### src/rtl/ifu_pkg.sv
// Shared constants and state encoding for the instruction fetch unit and the cpu datapath.
package ifu_pkg;

    localparam int IFU_INSTR_W    = 18;
    localparam int IFU_PC_W       = 14;
    localparam int IFU_FIFO_DEPTH = 4;
    localparam logic [IFU_PC_W-1:0] IFU_RESET_PC = 14'h2000;

    typedef enum logic [1:0] {
        IDLE  = 2'd0,
        FETCH = 2'd1,
        DRAIN = 2'd2
    } ifu_state_e;

endpackage

### src/rtl/ifu_fifo.sv
// Synchronous prefetch FIFO with flush; head is read combinationally, storage is not reset.
module ifu_fifo #(
    parameter int WIDTH = 32,
    parameter int DEPTH = 4
) (
    input  logic                   i_clk,
    input  logic                   i_rst_n,
    input  logic                   i_flush,
    input  logic                   i_push,
    input  logic [WIDTH-1:0]       i_wdata,
    input  logic                   i_pop,
    output logic [WIDTH-1:0]       o_rdata,
    output logic [$clog2(DEPTH):0] o_count,
    output logic                   o_full,
    output logic                   o_empty
);

    localparam int AW = $clog2(DEPTH);

    logic [WIDTH-1:0] mem [DEPTH];
    logic [AW:0]      wr_ptr_q, wr_ptr_d;
    logic [AW:0]      rd_ptr_q, rd_ptr_d;

    always_comb begin
        wr_ptr_d = wr_ptr_q;
        rd_ptr_d = rd_ptr_q;
        if (i_flush) begin
            wr_ptr_d = '0;
            rd_ptr_d = '0;
        end else begin
            if (i_push) wr_ptr_d = wr_ptr_q + (AW+1)'(1);
            if (i_pop)  rd_ptr_d = rd_ptr_q + (AW+1)'(1);
        end
    end

    always_ff @(posedge i_clk or negedge i_rst_n) begin
        if (!i_rst_n) begin
            wr_ptr_q <= '0;
            rd_ptr_q <= '0;
        end else begin
            wr_ptr_q <= wr_ptr_d;
            rd_ptr_q <= rd_ptr_d;
        end
    end

    // Push while full is legal together with a pop: the write lands in the slot being vacated.
    always_ff @(posedge i_clk) begin
        if (i_push && !i_flush) mem[wr_ptr_q[AW-1:0]] <= i_wdata;
    end

    assign o_rdata = mem[rd_ptr_q[AW-1:0]];
    assign o_count = wr_ptr_q - rd_ptr_q;
    assign o_full  = (o_count == (AW+1)'(DEPTH));
    assign o_empty = (wr_ptr_q == rd_ptr_q);

endmodule

### src/rtl/if_fetch_unit.sv
// Instruction fetch stage: sequential req/gnt/rvalid fetch, prefetch FIFO, redirect flush and drain.
// Define IFU_PERF_CNT_EN to add saturating fetched/flushed/stall performance counters.
module if_fetch_unit
    import ifu_pkg::*;
#(
    parameter int INSTRUCTION_WIDTH = IFU_INSTR_W,
    parameter int PC_WIDTH          = IFU_PC_W,
    parameter int FIFO_DEPTH        = IFU_FIFO_DEPTH,
    parameter logic [PC_WIDTH-1:0] RESET_PC = IFU_RESET_PC
) (
    input  logic                         i_clk,
    input  logic                         i_rst_n,
    output logic                         o_imem_req,
    output logic [PC_WIDTH-1:0]          o_imem_addr,
    input  logic                         i_imem_gnt,
    input  logic                         i_imem_rvalid,
    input  logic [INSTRUCTION_WIDTH-1:0] i_imem_rdata,
    input  logic                         i_redirect,
    input  logic [PC_WIDTH-1:0]          i_redirect_pc,
    output logic                         o_inst_valid,
    output logic [INSTRUCTION_WIDTH-1:0] o_inst,
    output logic [PC_WIDTH-1:0]          o_inst_pc,
    input  logic                         i_inst_ready
`ifdef IFU_PERF_CNT_EN
    ,
    output logic [31:0]                  o_perf_fetched,
    output logic [31:0]                  o_perf_flushed,
    output logic [31:0]                  o_perf_stall
`endif
);

    localparam int AW = $clog2(FIFO_DEPTH);
    localparam int CW = AW + 1;

    ifu_state_e             state_q, state_d;
    logic [PC_WIDTH-1:0]    fetch_pc_q, fetch_pc_d;
    logic [CW-1:0]          outstanding_q, outstanding_d;
    logic [CW-1:0]          drop_q, drop_d;
    logic [AW-1:0]          tag_wr_q, tag_wr_d;
    logic [AW-1:0]          tag_rd_q, tag_rd_d;
    logic [PC_WIDTH-1:0]    tag_mem [FIFO_DEPTH];

    logic                   redirect_act, credit_ok, imem_req, issue, accept, inst_valid, pop;
    logic [CW-1:0]          fifo_count;
    logic                   fifo_full, fifo_empty;
    logic [INSTRUCTION_WIDTH+PC_WIDTH-1:0] fifo_rdata;

    assign redirect_act = i_redirect && (state_q != IDLE);
    assign credit_ok    = !fifo_full &&
                          (((CW+1)'(fifo_count) + (CW+1)'(outstanding_q)) < (CW+1)'(FIFO_DEPTH));
    assign imem_req     = (state_q == FETCH) && !i_redirect && credit_ok;
    assign issue        = imem_req && i_imem_gnt;
    assign accept       = i_imem_rvalid && (state_q == FETCH) && !i_redirect;
    assign inst_valid   = !fifo_empty && !redirect_act;
    assign pop          = inst_valid && i_inst_ready;

    always_comb begin
        state_d       = state_q;
        fetch_pc_d    = fetch_pc_q;
        drop_d        = drop_q;
        outstanding_d = outstanding_q + CW'(issue) - CW'(i_imem_rvalid);
        tag_wr_d      = tag_wr_q;
        tag_rd_d      = tag_rd_q;
        if (redirect_act) begin
            tag_wr_d = '0;
            tag_rd_d = '0;
        end else begin
            if (issue)  tag_wr_d = tag_wr_q + AW'(1);
            if (accept) tag_rd_d = tag_rd_q + AW'(1);
        end
        case (state_q)
            IDLE: state_d = FETCH;
            FETCH: begin
                if (issue) fetch_pc_d = fetch_pc_q + PC_WIDTH'(1);
                // Everything still in flight at a redirect belongs to the old path.
                if (i_redirect) begin
                    fetch_pc_d = i_redirect_pc;
                    if (outstanding_d != '0) begin
                        state_d = DRAIN;
                        drop_d  = outstanding_d;
                    end
                end
            end
            DRAIN: begin
                if (i_imem_rvalid) drop_d = drop_q - CW'(1);
                if (i_redirect)    fetch_pc_d = i_redirect_pc;
                if (drop_d == '0)  state_d = FETCH;
            end
            default: state_d = IDLE;
        endcase
    end

    always_ff @(posedge i_clk or negedge i_rst_n) begin
        if (!i_rst_n) begin
            state_q       <= IDLE;
            fetch_pc_q    <= RESET_PC;
            outstanding_q <= '0;
            drop_q        <= '0;
            tag_wr_q      <= '0;
            tag_rd_q      <= '0;
        end else begin
            state_q       <= state_d;
            fetch_pc_q    <= fetch_pc_d;
            outstanding_q <= outstanding_d;
            drop_q        <= drop_d;
            tag_wr_q      <= tag_wr_d;
            tag_rd_q      <= tag_rd_d;
        end
    end

    always_ff @(posedge i_clk) begin
        if (issue) tag_mem[tag_wr_q] <= fetch_pc_q;
    end

    ifu_fifo #(
        .WIDTH(INSTRUCTION_WIDTH + PC_WIDTH),
        .DEPTH(FIFO_DEPTH)
    ) u_fifo (
        .i_clk   (i_clk),
        .i_rst_n (i_rst_n),
        .i_flush (redirect_act),
        .i_push  (accept),
        .i_wdata ({i_imem_rdata, tag_mem[tag_rd_q]}),
        .i_pop   (pop),
        .o_rdata (fifo_rdata),
        .o_count (fifo_count),
        .o_full  (fifo_full),
        .o_empty (fifo_empty)
    );

    assign o_imem_req   = imem_req;
    assign o_imem_addr  = fetch_pc_q;
    assign o_inst_valid = inst_valid;
    assign o_inst       = inst_valid ? fifo_rdata[INSTRUCTION_WIDTH+PC_WIDTH-1:PC_WIDTH] : '0;
    assign o_inst_pc    = inst_valid ? fifo_rdata[PC_WIDTH-1:0] : '0;

`ifdef IFU_PERF_CNT_EN
    logic [31:0] perf_fetched_q, perf_fetched_d;
    logic [31:0] perf_flushed_q, perf_flushed_d;
    logic [31:0] perf_stall_q, perf_stall_d;
    logic        dropped;

    function automatic logic [31:0] sat_add(input logic [31:0] v, input logic [1:0] inc);
        logic [32:0] sum;
        sum = {1'b0, v} + 33'(inc);
        return sum[32] ? 32'hFFFF_FFFF : sum[31:0];
    endfunction

    assign dropped = i_imem_rvalid && (state_q != IDLE) && !accept;

    always_comb begin
        perf_fetched_d = sat_add(perf_fetched_q, {1'b0, accept});
        perf_flushed_d = sat_add(perf_flushed_q, 2'(redirect_act) + 2'(dropped));
        perf_stall_d   = sat_add(perf_stall_q, {1'b0, (state_q == FETCH) && !inst_valid});
    end

    always_ff @(posedge i_clk or negedge i_rst_n) begin
        if (!i_rst_n) begin
            perf_fetched_q <= '0;
            perf_flushed_q <= '0;
            perf_stall_q   <= '0;
        end else begin
            perf_fetched_q <= perf_fetched_d;
            perf_flushed_q <= perf_flushed_d;
            perf_stall_q   <= perf_stall_d;
        end
    end

    assign o_perf_fetched = perf_fetched_q;
    assign o_perf_flushed = perf_flushed_q;
    assign o_perf_stall   = perf_stall_q;
`endif

endmodule

### config.mk
export PLATFORM = sky130hd
export DESIGN_NAME = if_fetch_unit
export DESIGN_NICKNAME = d
export VERILOG_FILES = /design/src/rtl/ifu_pkg.sv /design/src/rtl/ifu_fifo.sv /design/src/rtl/if_fetch_unit.sv
export SDC_FILE = /design/constraint.sdc
export NUM_CORES = 1
export LEC_CHECK = 0
export ABC_AREA = 1
export BUFFER_PORTS_ARGS = -buffer_cell sky130_fd_sc_hd__buf_2
export CORE_MARGIN = 2
export CORE_UTILIZATION = 45
export CTS_BUF_LIST = sky130_fd_sc_hd__clkbuf_8
export DETAILED_ROUTE_END_ITERATION = 10
export GPL_TIMING_DRIVEN = 0
export PLACE_DENSITY = 0.61
export SYNTH_ARGS = -nofsm -noshare
export SYNTH_HDL_FRONTEND = slang
export SYNTH_SLANG_ARGS = --single-unit
### constraint.sdc
create_clock -name i_clk -period 5.5 [get_ports i_clk]
set_clock_uncertainty 0.15 [all_clocks]
set_input_delay 1.65 -clock i_clk [delete_from_list [all_inputs] [get_ports i_clk]]
set_output_delay 1.65 -clock i_clk [all_outputs]
set_load 0.1 [all_outputs]
# After elaboration in Yosys (flattened, before gate mapping)
# Memory sizes are Yosys's and may differ from the RTL's.
# Index checks and enable logic that the tools add are counted.
# totals
reg_bits,32
mem_count,2
input_bits,38
ram_bits,184
wordCells,82
# classes
eq_ne,9
order_cmp,1
reduce_logical,25
muxes,27
n_addsub,10
# mem_list
memory,words,width,read_ports,rd_clocked_by_memory_dff,write_ports,line_no,text
u_fifo.mem,4,32,1,0,1,ifu_fifo.sv:20,logic [WIDTH-1:0] mem [DEPTH];
tag_mem,4,14,1,0,1,if_fetch_unit.sv:41,logic [PC_WIDTH-1:0] tag_mem [FIFO_DEPTH];
# op_table
cell,n
$mux W14,4
$pmux W14 S2,1
$mux W3,8
$mux W18,1
$add A14 B1 Y14 const B,1
$mux W2,7
$logic_and A1 B1 Y1,10
$reduce_bool A2 Y1,5
$reduce_and A3 Y1,3
$add A3 B1 Y3 const B,2
$ne A2 B2 Y1 const B,3
$pmux W2 S3,1
$pmux W3 S2,1
$add A2 B1 Y2 const B,2
$add A3 B3 Y4,1
$logic_not A1 Y1,4
$lt A4 B3 Y1 const B,1
$mux W1,4
$add A3 B1 Y3,1
$eq A3 B3 Y1,1
$eq A3 B3 Y1 const B,1
$logic_not A3 Y1,1
$ne A3 B3 Y1 const B,1
$reduce_bool A3 Y1,1
other kinds (7),7

# Depth between registers and ports, before layout
# Gate-level depths: netlist of run 1.
# logic_depth
depth_word,12
ltp_mapped,21

# By module
# From an unflattened synthesis of run 1, not the netlist that was laid out.
# hier_totals
hier_cells,905
hier_area_um2,9619.2
# by_module_without_submodules
mod,n_inst,cells_per_inst,seq_area_each_um2,area_each_um2
ifu_fifo,1,432,3993.8,5464.0
if_fetch_unit,1,473,2333.5,4155.2

# Worst setup path after synthesis of run 1
# No wires, ideal clock.
# synth_path
kind,input -> output
from,input i_redirect
to,output o_inst_pc[10]
setup_slack_ns,0.023
arrival_time_ns,3.677
path_stages,6
cell_sequence,inv_2 > a21oi_1 > inv_2 > nand2_2 > buf_2 > a21oi_1
# synth_via
elab_chain_cells,4
# synth_lines
item,line_no,text
start: declaration,if_fetch_unit.sv:18,"input logic i_redirect,"
$logic_and A1 B1 Y1,if_fetch_unit.sv:48,assign redirect_act = i_redirect && (state_q != IDLE);
$logic_not A1 Y1,if_fetch_unit.sv:54,assign inst_valid = !fifo_empty && !redirect_act;
$logic_and A1 B1 Y1,if_fetch_unit.sv:54,
$mux W14,if_fetch_unit.sv:135,assign o_inst_pc = inst_valid ? fifo_rdata[PC_WIDTH-1:0] : '0;
end: declaration,if_fetch_unit.sv:22,"output logic [PC_WIDTH-1:0] o_inst_pc,"
# Every way passes these cells.

# Worst setup path in the final report of run 1
# layout_path
from,register u_fifo.rd_ptr_q[1]
to,output o_imem_req
# layout_via
elab_chain_cells,5
word_cells_on_any_way,7
classes_between,add/sub: 2; order compare: 1; eq/ne: 1; reduce/logical: 3
# layout_lines
item,line_no,text
start: declaration,ifu_fifo.sv:22,"logic [AW:0] rd_ptr_q, rd_ptr_d;"
start signal: assignment,ifu_fifo.sv:42,rd_ptr_q <= rd_ptr_d;
$sub A3 B3 Y3 (*),ifu_fifo.sv:52,assign o_count = wr_ptr_q - rd_ptr_q;
$add A3 B3 Y4 or $eq A3 B3 Y1 (tied branches),"if_fetch_unit.sv:50, ifu_fifo.sv:53",
$lt A4 B3 Y1 or $logic_not A1 Y1 (tied branches),"if_fetch_unit.sv:50, if_fetch_unit.sv:49",
$logic_and A1 B1 Y1 (*),if_fetch_unit.sv:49,assign credit_ok = !fifo_full &&
$logic_and A1 B1 Y1 (*),if_fetch_unit.sv:51,assign imem_req = (state_q == FETCH) && !i_redirect && credit_ok;
end: declaration,if_fetch_unit.sv:13,"output logic o_imem_req,"
# Mark *: on every way between the ends. The rest lies on a longest branch, timed or not.

==> summary.txt, run 1 <==
Job
  • Total of max-cap violations: 0

Clock tree
  • CTS Buf Count: 35
  • Clk root buf: clkbuf_8
  • H-tree depth: 2
  • Clk buf depth: 3
  • CTS tree: yes
  • Clock sinks: ~220
  • Clock Latency Late Sink: about 0.50 ns
  • Cts hold-fix bufs: 0
  • Clock slew at reported path FFs: 0.06 ns

Floorplan
  • CORE AREA: roughly 20000 µm²
  • Die area: about 22000 µm²
  • Die Ht: roughly 150 µm
  • Starting Density: 0.458
  • Die width: about 150 µm
  • Io pins: 86
  • Site Rows: 52

Place
  • Buffers on Ports: 85
  • Detailed placement HPWL: roughly 13000 µm
  • Final Wtd Congestion: 0.791

STA
  • Setup TNS Final: 0 ns
  • Worst slew pin tran: between 1 and 1.5 ns
  • Setup Viol. Count Final: 0
  • Final period util: 0.933
  • RSZ-0062 raised after global routing: no
  • Final min period: 5.13 ns
  • Max-slew violations: 0
  • Worst slew margin: 0.126
  • Final count of hold timing violations: 0
  • Peak Freq: between 150 and 200 MHz

Global routing
  • Grt peak-use layer: met2
  • GRT Residual Overflow: 0
  • Met1 Use GR: 0.246
  • Global-route wire length before repair: around 32000 µm
  • Initial antenna violation count: 0
  • M3 GR Usage: 0.0380
  • Largest net degree at the start of global routing: 33
  • Tot GR Track Use: 0.188
  • Vias in the first global route: about 6.0k
  • GR Layer Usage met2: 0.317

Synthesis
  • Syn Area/Cell: around 11 µm²
  • Post-synth top flop: edfxtp_1
  • Commonest cells in the netlist: nor2_1 (188), edfxtp_1 (184), o21ai_0 (108), nand2_1 (103)
  • Top-count cell post-synth: nor2_1
  • Seq cells post-synth: approximately 220
  • Top cells by area, synth: edfxtp_1 (60%), dfrtp_1 (8.4%), nor2_1 (7.6%)
  • Synthesized cell area: 9270 µm²
  • Number of synthesized flops with an enable pin: 184
  • Yosys top cell by area: edfxtp_1
  • Synth warnings: 0
  • Syn nets: around 900
  • Asr flop ratio synth: 0.148
  • Distinct cells, synth: 31
  • Syn Inst Count: 840
  • Share of the synthesized area in the top cell type: 0.596
  • Register area share after synthesis: 0.683

Setup path
  • CP startpoint kind: register
  • Crit path DAT: approximately 3.3 ns
  • Reg-to-Reg Start: u_fifo.rd_ptr_q[1]$_DFFE_PN0P_
  • Worst Reg-to-Reg Cells: 19
  • Kind of critical path: register to output port
  • RR Endpoint: drop_q[2]$_DFFE_PN0P_
  • CP endpoint kind: output port
  • Worst-path maximum fanout: 10
  • Reg-to-reg setup timing slack: slightly below 1 ns
  • Critical Path RT: between 3 and 4 ns

Route
  • Wire per inst: approximately 16 µm
  • Pre-antenna DRT Iters: 5
  • Antenna viol nets, final: 0
  • Vias: about 6.3k
  • DRT Wirelength: between 20000 and 25000 µm
  • DR iter-0 viols: 320
  • Vias per cell: ~5.0
  • DRC violations left: 0

Cells and area
  • Fin util: 0.535
  • Final nets: between 1k and 1.5k
  • Fill count: approximately 1.8k
  • N_diodes: 0
  • Layout cells sized above 1: 0.170
  • Synthesis-to-layout area growth: 16.9%
  • Storage cell area: 6330 µm²
  • Multi-input gate area: between 2000 and 3000 µm²

Hold path
  • Hold Path Class: register to register
  • Hold depth: 1
  • WHS Endpoint: u_fifo.wr_ptr_q[2]$_DFFE_PN0P_
  • Hold path start: u_fifo.wr_ptr_q[2]$_DFFE_PN0P_

Run status
  • Status: finished, final reports clean
sequential cells by signal (all words and copies together) (netlist names):
signal and cells:
tag_mem 56, tag_wr_q 2, outstanding_q 3, drop_q 3
u_fifo.wr_ptr_q 3, u_fifo.mem 128, u_fifo.rd_ptr_q 3, tag_rd_q 2
state_q 2, o_imem_addr 14
cell usage in the layout (no fill, tap or decap), drive strengths merged:
cell type,count
nor2,190
edfxtp,184
buf,110
o21ai,108
nand2,107
inv,64
clkbuf,60
a21oi,43
nand3,36
dfrtp,31
ha,17
o22ai,14
nand4,5
xor2,3
xnor2,3
o21bai,3
clkinv,3
nor3,2
clkinvlp,2
fa,2
nand3b,1
and2,1
a31oi,1
a211oi,1
a21boi,1
dfstp,1
layout make-up:
| class | count | share of cell area |
|---|---|---|
| buffer | 37 | 0.0154 |
| clock buffer | 39 | 0.0495 |
| clock inverter | 21 | 0.00831 |
| inverter | 48 | 0.0170 |
| multi-input combinational | 538 | 0.242 |
| sequential | 216 | 0.584 |
| tap | 270 | 0.0312 |
| timing repair buffer | 94 | 0.0524 |
metrics by stage:
stage / hold slack, ns / worst slack (ns) / std cells / cell area, µm²
6_report: 0.344 / 0.368 / 1263 / 10800
2_1_floorplan: 0.305 / 0.0233 / 840 / 9270
3_5_place_dp: 0.336 / 0.373 / 1199 / 10200
4_1_cts: 0.345 / 0.0298 / 1259 / 10800
3_3_place_gp: 0.323 / -0.204 / 1195 / 10000
5_1_grt: 0.370 / 0.0893 / 1263 / 10800
critical path: stages, from the launching register on:
cell        delay, ns
dfrtp_1          0.36
clkbuf_1         0.35
clkinvlp_4       0.14
buf_4            0.19
fa_1             0.43
nand3b_1         0.18
and2_1           0.17
ha_1             0.26
nor3_1           0.12
nand2_1          0.10
nor2_4           0.12
nand2_1          0.06
inv_1            0.05
buf_4            0.28
cell families after synthesis:
family                   after synthesis  synth area share
AO/OA/AOI/OAI                        171            0.0957
XOR/XNOR                               6           0.00567
adder cells (fa/ha/maj)               19            0.0273
buffers and inverters                 86            0.0378
flip-flops                           216             0.683
AND/OR/NAND/NOR                      342             0.151
what timing repair did:
action	in CTS	in global routing
buffers inserted	0	5
pin swaps	0	0
endpoints found under the setup margin	1	1
resized for setup	1	1
worst max-delay path by stage:
stage | from | endpoint | slack (ns) | cells past startpoint
after floorplan | i_redirect | o_inst_pc[10] | 0.02 | 6
after global placement | i_imem_rvalid | u_fifo.wr_ptr_q[2]$_DFFE_PN0P_ | -0.20 | 6
after detailed placement | i_redirect | o_inst_pc[11] | 0.37 | 8
after CTS | u_fifo.rd_ptr_q[1]$_DFFE_PN0P_ | o_imem_req | 0.03 | 13
after global routing | u_fifo.rd_ptr_q[1]$_DFFE_PN0P_ | o_imem_req | 0.09 | 13
final | u_fifo.rd_ptr_q[1]$_DFFE_PN0P_ | o_imem_req | 0.37 | 13
metal layers:
layer  part of all wire  up-vias
met3              0.055       29
met5                  0        -
li1                   -     3161
met4              0.017        0
met1               0.45     2954
met2               0.48      184
Power of run 1 is not shown: default switching activity piles up to over one toggle a cycle in this logic, so the estimate is an artifact.
==> run 2, diff against run 1 <==
--- a/config.mk
+++ b/config.mk
@@ -9,7 +9,6 @@
 export BUFFER_PORTS_ARGS = -buffer_cell sky130_fd_sc_hd__buf_2
 export CORE_MARGIN = 2
 export CORE_UTILIZATION = 45
-export CTS_BUF_LIST = sky130_fd_sc_hd__clkbuf_8
 export DETAILED_ROUTE_END_ITERATION = 10
 export GPL_TIMING_DRIVEN = 0
 export PLACE_DENSITY = 0.61
==> run 2 against run 1 <==
Compared with the run above: final cell count down 1.6%; global-route usage down 0.43 points; cell area up 0.70%; fmax about the same; non-clock buffer count unchanged; die area unchanged; utilization up 0.38 points; critical endpoint unchanged; critical path type unchanged; critical path depth unchanged; routed wire length down 0.98%.
==> summary.txt, run 2 (synthesis gave the netlist of run 1 again) <==
Setup path
  • Worst-path maximum fanout: 10 (unchanged)
  • Crit path DAT: 3.33 ns (about the same)
  • Reg-to-Reg Start: u_fifo.rd_ptr_q[1]$_DFFE_PN0P_
  • CP Cell Sequence: clkbuf_1 > clkinvlp_4 > buf_4 > fa_1 > nand3b_1 > and2_1 > ha_1 > nor3_1 > nand2_1 > nor2_4 > nand2_1 > inv_1 > buf_4
  • Crit-path slowest cell: fa_1
  • CP max stage delay: 0.43 ns (about the same)
  • Worst Reg-to-Reg Cells: 19 (unchanged)
  • CP startpoint kind: register
  • Critical Path RT: 3.70 ns (about the same)
  • Reg-to-reg setup timing slack: 0.98 ns (about the same)
  • CP endpoint kind: output port
  • Kind of critical path: register to output port
  • RR Endpoint: drop_q[2]$_DFFE_PN0P_

Hold path
  • Hold Path Class: register to register
  • Hold depth: 1 (unchanged)
  • Hold path start: u_fifo.wr_ptr_q[2]$_DFFE_PN0P_
  • WHS Endpoint: u_fifo.wr_ptr_q[2]$_DFFE_PN0P_

Clock tree
  • H-tree depth: 1 (-1)
  • Clock slew at reported path FFs: 0.07 ns (about the same)
  • Clock sinks: 216 (unchanged)
  • CTS Buf Count: 22 (-37%)
  • Cts hold-fix bufs: 0 (unchanged)
  • CTS tree: yes
  • Clock Latency Late Sink: 0.51 ns (about the same)
  • Clk root buf: clkbuf_16
  • Clk buf depth: 3 (unchanged)

Route
  • DRT Wirelength: 19900 µm (-0.98%)
  • Vias: 6184 (-2.3%)
  • Antenna viol nets, final: 0 (unchanged)
  • DRC violations left: 0 (unchanged)
  • Pre-antenna DRT Iters: 5 (unchanged)
  • Wire per inst: 16.0 µm (+0.61%)
  • Vias per cell: 4.98 (-0.70%)
  • DR iter-0 viols: 344 (+7.5%)

Job
  • Total of max-cap violations: 0 (unchanged)

Floorplan
  • Die width: 148 µm (unchanged)
  • Starting Density: 0.458 (unchanged)
  • Io pins: 86 (unchanged)
  • Die area: 21800 µm² (unchanged)
  • Site Rows: 52 (unchanged)
  • Die Ht: 148 µm (unchanged)
  • CORE AREA: 20200 µm² (unchanged)

Place
  • Detailed placement HPWL: 12800 µm (unchanged)
  • DP Area: 10200 µm² (unchanged)
  • Buffers on Ports: 85 (unchanged)
  • Final Wtd Congestion: 0.791 (unchanged)

Cells and area
  • Commonest non-fill, non-tap cell in the layout: edfxtp_1
  • Fill count: 1767 (-1.1%)
  • Fin util: 0.539 (+0.00377)
  • Final nets: 1014 (-1.3%)
  • Commonest cells after routing, fill and taps aside: edfxtp_1 (184), nor2_1 (182), o21ai_0 (108)
  • Multi-input gate area: 2630 µm² (unchanged)
  • Synthesis-to-layout area growth: 17.7%
  • N_diodes: 0 (unchanged)
  • Finished layout cell area: 10900 µm² (+0.70%)
  • Max reg flops: 128 (unchanged)
  • Layout cells sized above 1: 0.162 (-0.00781)
  • Storage cell area: 6330 µm² (unchanged)

STA
  • Setup TNS Final: 0 ns (unchanged)
  • Worst slew margin: 0.135 (+0.00903)
  • Final min period: 5.13 ns (+0.00116 ns)
  • Max-slew violations: 0 (unchanged)
  • Final count of hold timing violations: 0 (unchanged)
  • Setup Viol. Count Final: 0 (unchanged)
  • Final period util: 0.933 (about the same)
  • Worst slew pin tran: 1.29 ns (-0.0135 ns)
  • RSZ-0062 raised after global routing: no
  • Peak Freq: 195 MHz (about the same)

Global routing
  • Tot GR Track Use: 0.183 (-0.00430)
  • Initial antenna violation count: 0 (unchanged)
  • GRT Residual Overflow: 0 (unchanged)
  • Global-route wire length before repair: 31400 µm (-1.5%)
  • Vias in the first global route: 5858 (-2.9%)
  • Largest net degree at the start of global routing: 33 (unchanged)

Run status
  • Status: finished, final reports clean
-- run 2: cell types whose count changed in the layout (fill, tap and decap cells not counted), moves of 2 or more --
cell       previous run  this run
clkbuf_16             0        22
clkbuf_1             21        27
inv_1                58        42
bufinv_16             0         2
clkinv_2              2         5
clkbuf_8             39         1
-- run 2: through the flow --
step           worst slack (ns)  instances  hold WS, ns
6_report                  0.367       1243        0.344
5_1_grt                   0.105       1243        0.371
4_1_cts                  0.0431       1239        0.345
3_5_place_dp              0.373       1199        0.336
3_3_place_gp             -0.204       1195        0.323
2_1_floorplan            0.0233        840        0.305
-- run 2: critical path, delay by kind of cell (launching register included) --
kind,cells,cell delay (ns)
and+or+nand+nor,6,0.75
adders and majority gates,2,0.69
DFF,1,0.36
buffers and inverters,5,1.01
-- run 2: worst max path at each step --
stage	depth (start not counted)	from	slack, ns	to
final	13	u_fifo.rd_ptr_q[1]$_DFFE_PN0P_	0.37	o_imem_req
after global routing	13	u_fifo.rd_ptr_q[1]$_DFFE_PN0P_	0.10	o_imem_req
after CTS	13	u_fifo.rd_ptr_q[1]$_DFFE_PN0P_	0.04	o_imem_req
after detailed placement	8	i_redirect	0.37	o_inst_pc[11]
after global placement	6	i_imem_rvalid	-0.20	u_fifo.wr_ptr_q[2]$_DFFE_PN0P_
after floorplan	6	i_redirect	0.02	o_inst_pc[10]
-- run 2: final cells by class --
class / instances / area share
inverters: 48 / 0.0169
well taps: 270 / 0.0310
repair buffers: 94 / 0.0521
clock inverters: 11 / 0.0107
flip-flops and latches: 216 / 0.580
multi-input cells: 538 / 0.241
plain buffers: 37 / 0.0153
clock buffers: 29 / 0.0538
-- run 2: per-layer routing --
metal  up-vias  global-route usage  routed length (µm)
li1       3130                   -                   -
met1      2852               0.249                9100
met2       175               0.312                9420
met3        27              0.0309                1100
met4         0              0.0423                 311
met5         -                   0                   0
-- run 2: repair_timing --
item,4_1_cts,5_1_grt
gates resized for setup,1,1
setup endpoints to repair,1,1
endpoints found under the hold margin,0,0
setup buffers,0,5
Power of run 2 is left out for the same reason.
==> run 3, diff against run 2 <==
--- a/config.mk
+++ b/config.mk
@@ -14,4 +14,5 @@
 export PLACE_DENSITY = 0.61
 export SYNTH_ARGS = -nofsm -noshare
 export SYNTH_HDL_FRONTEND = slang
+export SYNTH_HIERARCHICAL = 1
 export SYNTH_SLANG_ARGS = --single-unit
==> run 3 against run 2 <==
Compared with the run above: via count grew 4.4%; first-iteration DRC count grew 0.87%; register-to-register slack gained 0.33 ns; critical path type is now input pin to output port; utilization shrank 0.41 points; sequential share of layout area shrank 1.7 points; fmax shrank 2.0%; final cell count grew 5.6%; die area grew 3.7%; critical path depth shrank 5; synthesized cell count grew 7.7%; cell area grew 3.1%.
==> summary.txt, run 3 <==
Setup path
  • Worst Reg-to-Reg Cells: 22 (+3)
  • Crit-path slowest cell: a21oi_1
  • Worst Path Buf+Inv: 5 (unchanged)
  • Kind of critical path: input pin to output port
  • CP Cell Sequence: buf_2 > inv_2 > a21oi_1 > nor2_4 > inv_1 > buf_4 > nor2_1 > buf_2
  • Cell family with most CP delay: buffers and inverters
  • Reg-to-Reg Start: u_fifo/rd_ptr_q[1]$_DFFE_PN0P_
  • Critical Path RT: 3.70 ns (about the same)
  • CP startpoint kind: input pin
  • RR Endpoint: drop_q[2]$_DFFE_PN0P_
  • CP endpoint kind: output port
  • CP max stage delay: 0.69 ns (+0.26 ns)
  • Crit path DAT: 3.44 ns (+0.11 ns)
  • Worst-path maximum fanout: 10 (unchanged)
  • Reg-to-reg setup timing slack: 1.31 ns (+0.33 ns)
  • Crit-path most repeated cell: buf_2

Synthesis
  • Register area share after synthesis: 0.658 (-0.0250)
  • Syn nets: 962 (+7.2%)
  • Post-synth top flop: edfxtp_1
  • Seq cells post-synth: 216 (unchanged)
  • Yosys top cell by area: edfxtp_1
  • Synthesized cell area: 9620 µm² (+3.8%)
  • Distinct cells, synth: 36 (+16%)
  • Top-count cell post-synth: edfxtp_1
  • Share of the synthesized area in the top cell type: 0.574 (-0.0218)
  • Syn Area/Cell: 10.6 µm² (-3.7%)
  • Asr flop ratio synth: 0.148 (unchanged)
  • Number of synthesized flops with an enable pin: 184 (unchanged)
  • Top cells by area, synth: edfxtp_1 (57%), dfrtp_1 (8.1%), nand2_1 (6.2%)
  • Syn Inst Count: 905 (+7.7%)
  • Commonest cells in the netlist: edfxtp_1 (184), nand2_1 (158), inv_1 (148), nor2_1 (99), o21ai_0 (71)
  • Synth warnings: 6 (+6)

Power and ir drop
  • Leakage power: 4.70 nW
  • Worst-case vdd ir drop: around 0.47 mV
  • Power per cell area: between 500 and 600 nW/µm²

Place
  • Buffers on Ports: 85 (unchanged)
  • Detailed placement HPWL: 13400 µm (+4.2%)
  • Final Wtd Congestion: 0.794 (+0.39%)
  • DP Worst Slack: 0.229 ns (-0.143 ns)

Global routing
  • Initial antenna violation count: 1 (+1)
  • Largest net degree at the start of global routing: 33 (unchanged)
  • GR Layer Usage met2: 0.319 (+0.00755)
  • Global-route wire length before repair: 31800 µm (+1.3%)
  • Met1 Use GR: 0.241 (-0.00796)
  • Vias in the first global route: 5860 (+0.034%)
  • GRT Residual Overflow: 0 (unchanged)
  • M3 GR Usage: 0.0306 (-0.000258)
  • Tot GR Track Use: 0.184 (about the same)
  • Grt peak-use layer: met2

Route
  • DR iter-0 viols: 347 (+0.87%)
  • Antenna viol nets, final: 0 (unchanged)
  • DRT Wirelength: 20200 µm (+1.2%)
  • DRC violations left: 0 (unchanged)
  • Vias: 6455 (+4.4%)
  • Wire per inst: 15.4 µm (-4.1%)
  • Pre-antenna DRT Iters: 4 (-1)
  • Vias per cell: 4.92 (-1.1%)

Clock tree
  • CTS tree: yes
  • Clock slew at reported path FFs: 0.06 ns (about the same)
  • H-tree depth: 1 (unchanged)
  • Clk buf depth: 3 (unchanged)
  • Post-CTS sizing: 0 (-1)
  • CTS Buf Count: 23 (+4.5%)
  • Post-CTS Setup Repair Bufs: 0 (unchanged)
  • Clk root buf: clkbuf_16
  • Clock sinks: 216 (unchanged)
  • Clock Latency Late Sink: 0.52 ns (about the same)
  • Cts hold-fix bufs: 0 (unchanged)

Floorplan
  • Io pins: 86 (unchanged)
  • Starting Density: 0.458 (about the same)
  • Site Rows: 53 (+1.9%)
  • Die width: 150 µm (+1.8%)
  • CORE AREA: 21000 µm² (+3.9%)
  • Die area: 22600 µm² (+3.7%)
  • Die Ht: 150 µm (+1.8%)

STA
  • Setup Viol. Count Final: 0 (unchanged)
  • Final period util: 0.952 (+0.0188)
  • RSZ-0062 raised after global routing: no
  • Worst slew pin tran: 1.29 ns (-0.00457 ns)
  • Final min period: 5.24 ns (+0.104 ns)
  • Hold_ws: 0.383 ns (+0.0384 ns)
  • Worst setup margin: 0.264 ns (-0.104 ns)
  • Final count of hold timing violations: 0 (unchanged)
  • Max-slew violations: 0 (unchanged)
  • Peak Freq: 191 MHz (-2.0%)
  • Worst slew margin: 0.138 (+0.00306)

Cells and area
  • Final nets: 1076 (+6.1%)
  • Commonest non-fill, non-tap cell in the layout: edfxtp_1
  • Max reg flops: 128 (unchanged)
  • Layout cells sized above 1: 0.165 (+0.00267)
  • Commonest cells after routing, fill and taps aside: edfxtp_1 (184), nand2_1 (158), inv_1 (148)
  • Synthesis-to-layout area growth: 16.9%

Job
  • Total of max-cap violations: 0 (unchanged)

Hold path
  • Hold Path Class: register to register
  • Hold depth: 2 (+1)
  • Hold path start: drop_q[2]$_DFFE_PN0P_
  • WHS Endpoint: drop_q[2]$_DFFE_PN0P_

Run status
  • Status: finished, final reports clean
## run 3: layer usage
metal	vias to the layer above	wire, µm
met2	166	9820
met4	0	254
met1	3009	8990
met5	-	0
li1	3265	-
met3	15	1110
## run 3: cell families (layout without fill, tap and decap cells)
| group | Yosys count | in the layout | synth area share |
|---|---|---|---|
| buffers and inverters | 186 | 317 | 0.0803 |
| flip-flops | 216 | 216 | 0.658 |
| adder cells (fa/ha/maj) | 19 | 19 | 0.0263 |
| AO/OA/AOI/OAI | 179 | 179 | 0.104 |
| other | 0 | 1 | 0 |
| XOR/XNOR | 5 | 5 | 0.00455 |
| AND/OR/NAND/NOR | 300 | 300 | 0.127 |
## run 3: worst max path at each step
stage	depth (start not counted)	from	endpoint	slack, ns
after floorplan	6	i_redirect	o_inst[0]	-0.35
after global placement	6	i_redirect	u_fifo/mem[3][28]$_DFFE_PP_	-0.24
after detailed placement	8	i_redirect	o_inst_pc[7]	0.23
after CTS	8	i_redirect	o_inst_pc[7]	0.23
after global routing	8	i_redirect	o_inst_pc[9]	0.13
final	8	i_redirect	o_inst_pc[7]	0.26
## run 3: power breakdown
part	switching, W	internal [W]
combinational	0.00184	0.000477
clock	0.000611	0.000811
sequential	0.000172	0.00204
total	0.00262	0.00333
## run 3: worst min-delay path: stages (launching register included)
cell and delay [ns]:
dfrtp_1 0.35, o21ai_0 0.08, nand2_1 0.07
## run 3: area by class of cell
class                      count  area, µm²
sequential                   216       6330
timing repair buffer          89        536
clock inverter                 6       47.5
tap                          275        344
multi-input combinational    503       2580
fill                        1870       9770
buffer                        35        205
clock buffer                  36        644
inverter                     151        567
antenna                        1       2.50
## run 3: through the flow
step,total power (W),utilization,setup TNS [ns],cells,area (µm²)
floorplan,0.00405,-,-9.81,905,9640
global placement,0.00454,0.495,-28.87,1265,10400
detailed placement,0.00458,0.502,0,1269,10600
CTS,0.00601,0.535,0,1311,11200
global route,0.00629,0.535,0,1311,11200
finish,0.00595,0.535,0,1312,11200
(Power assumes the default switching activity.)
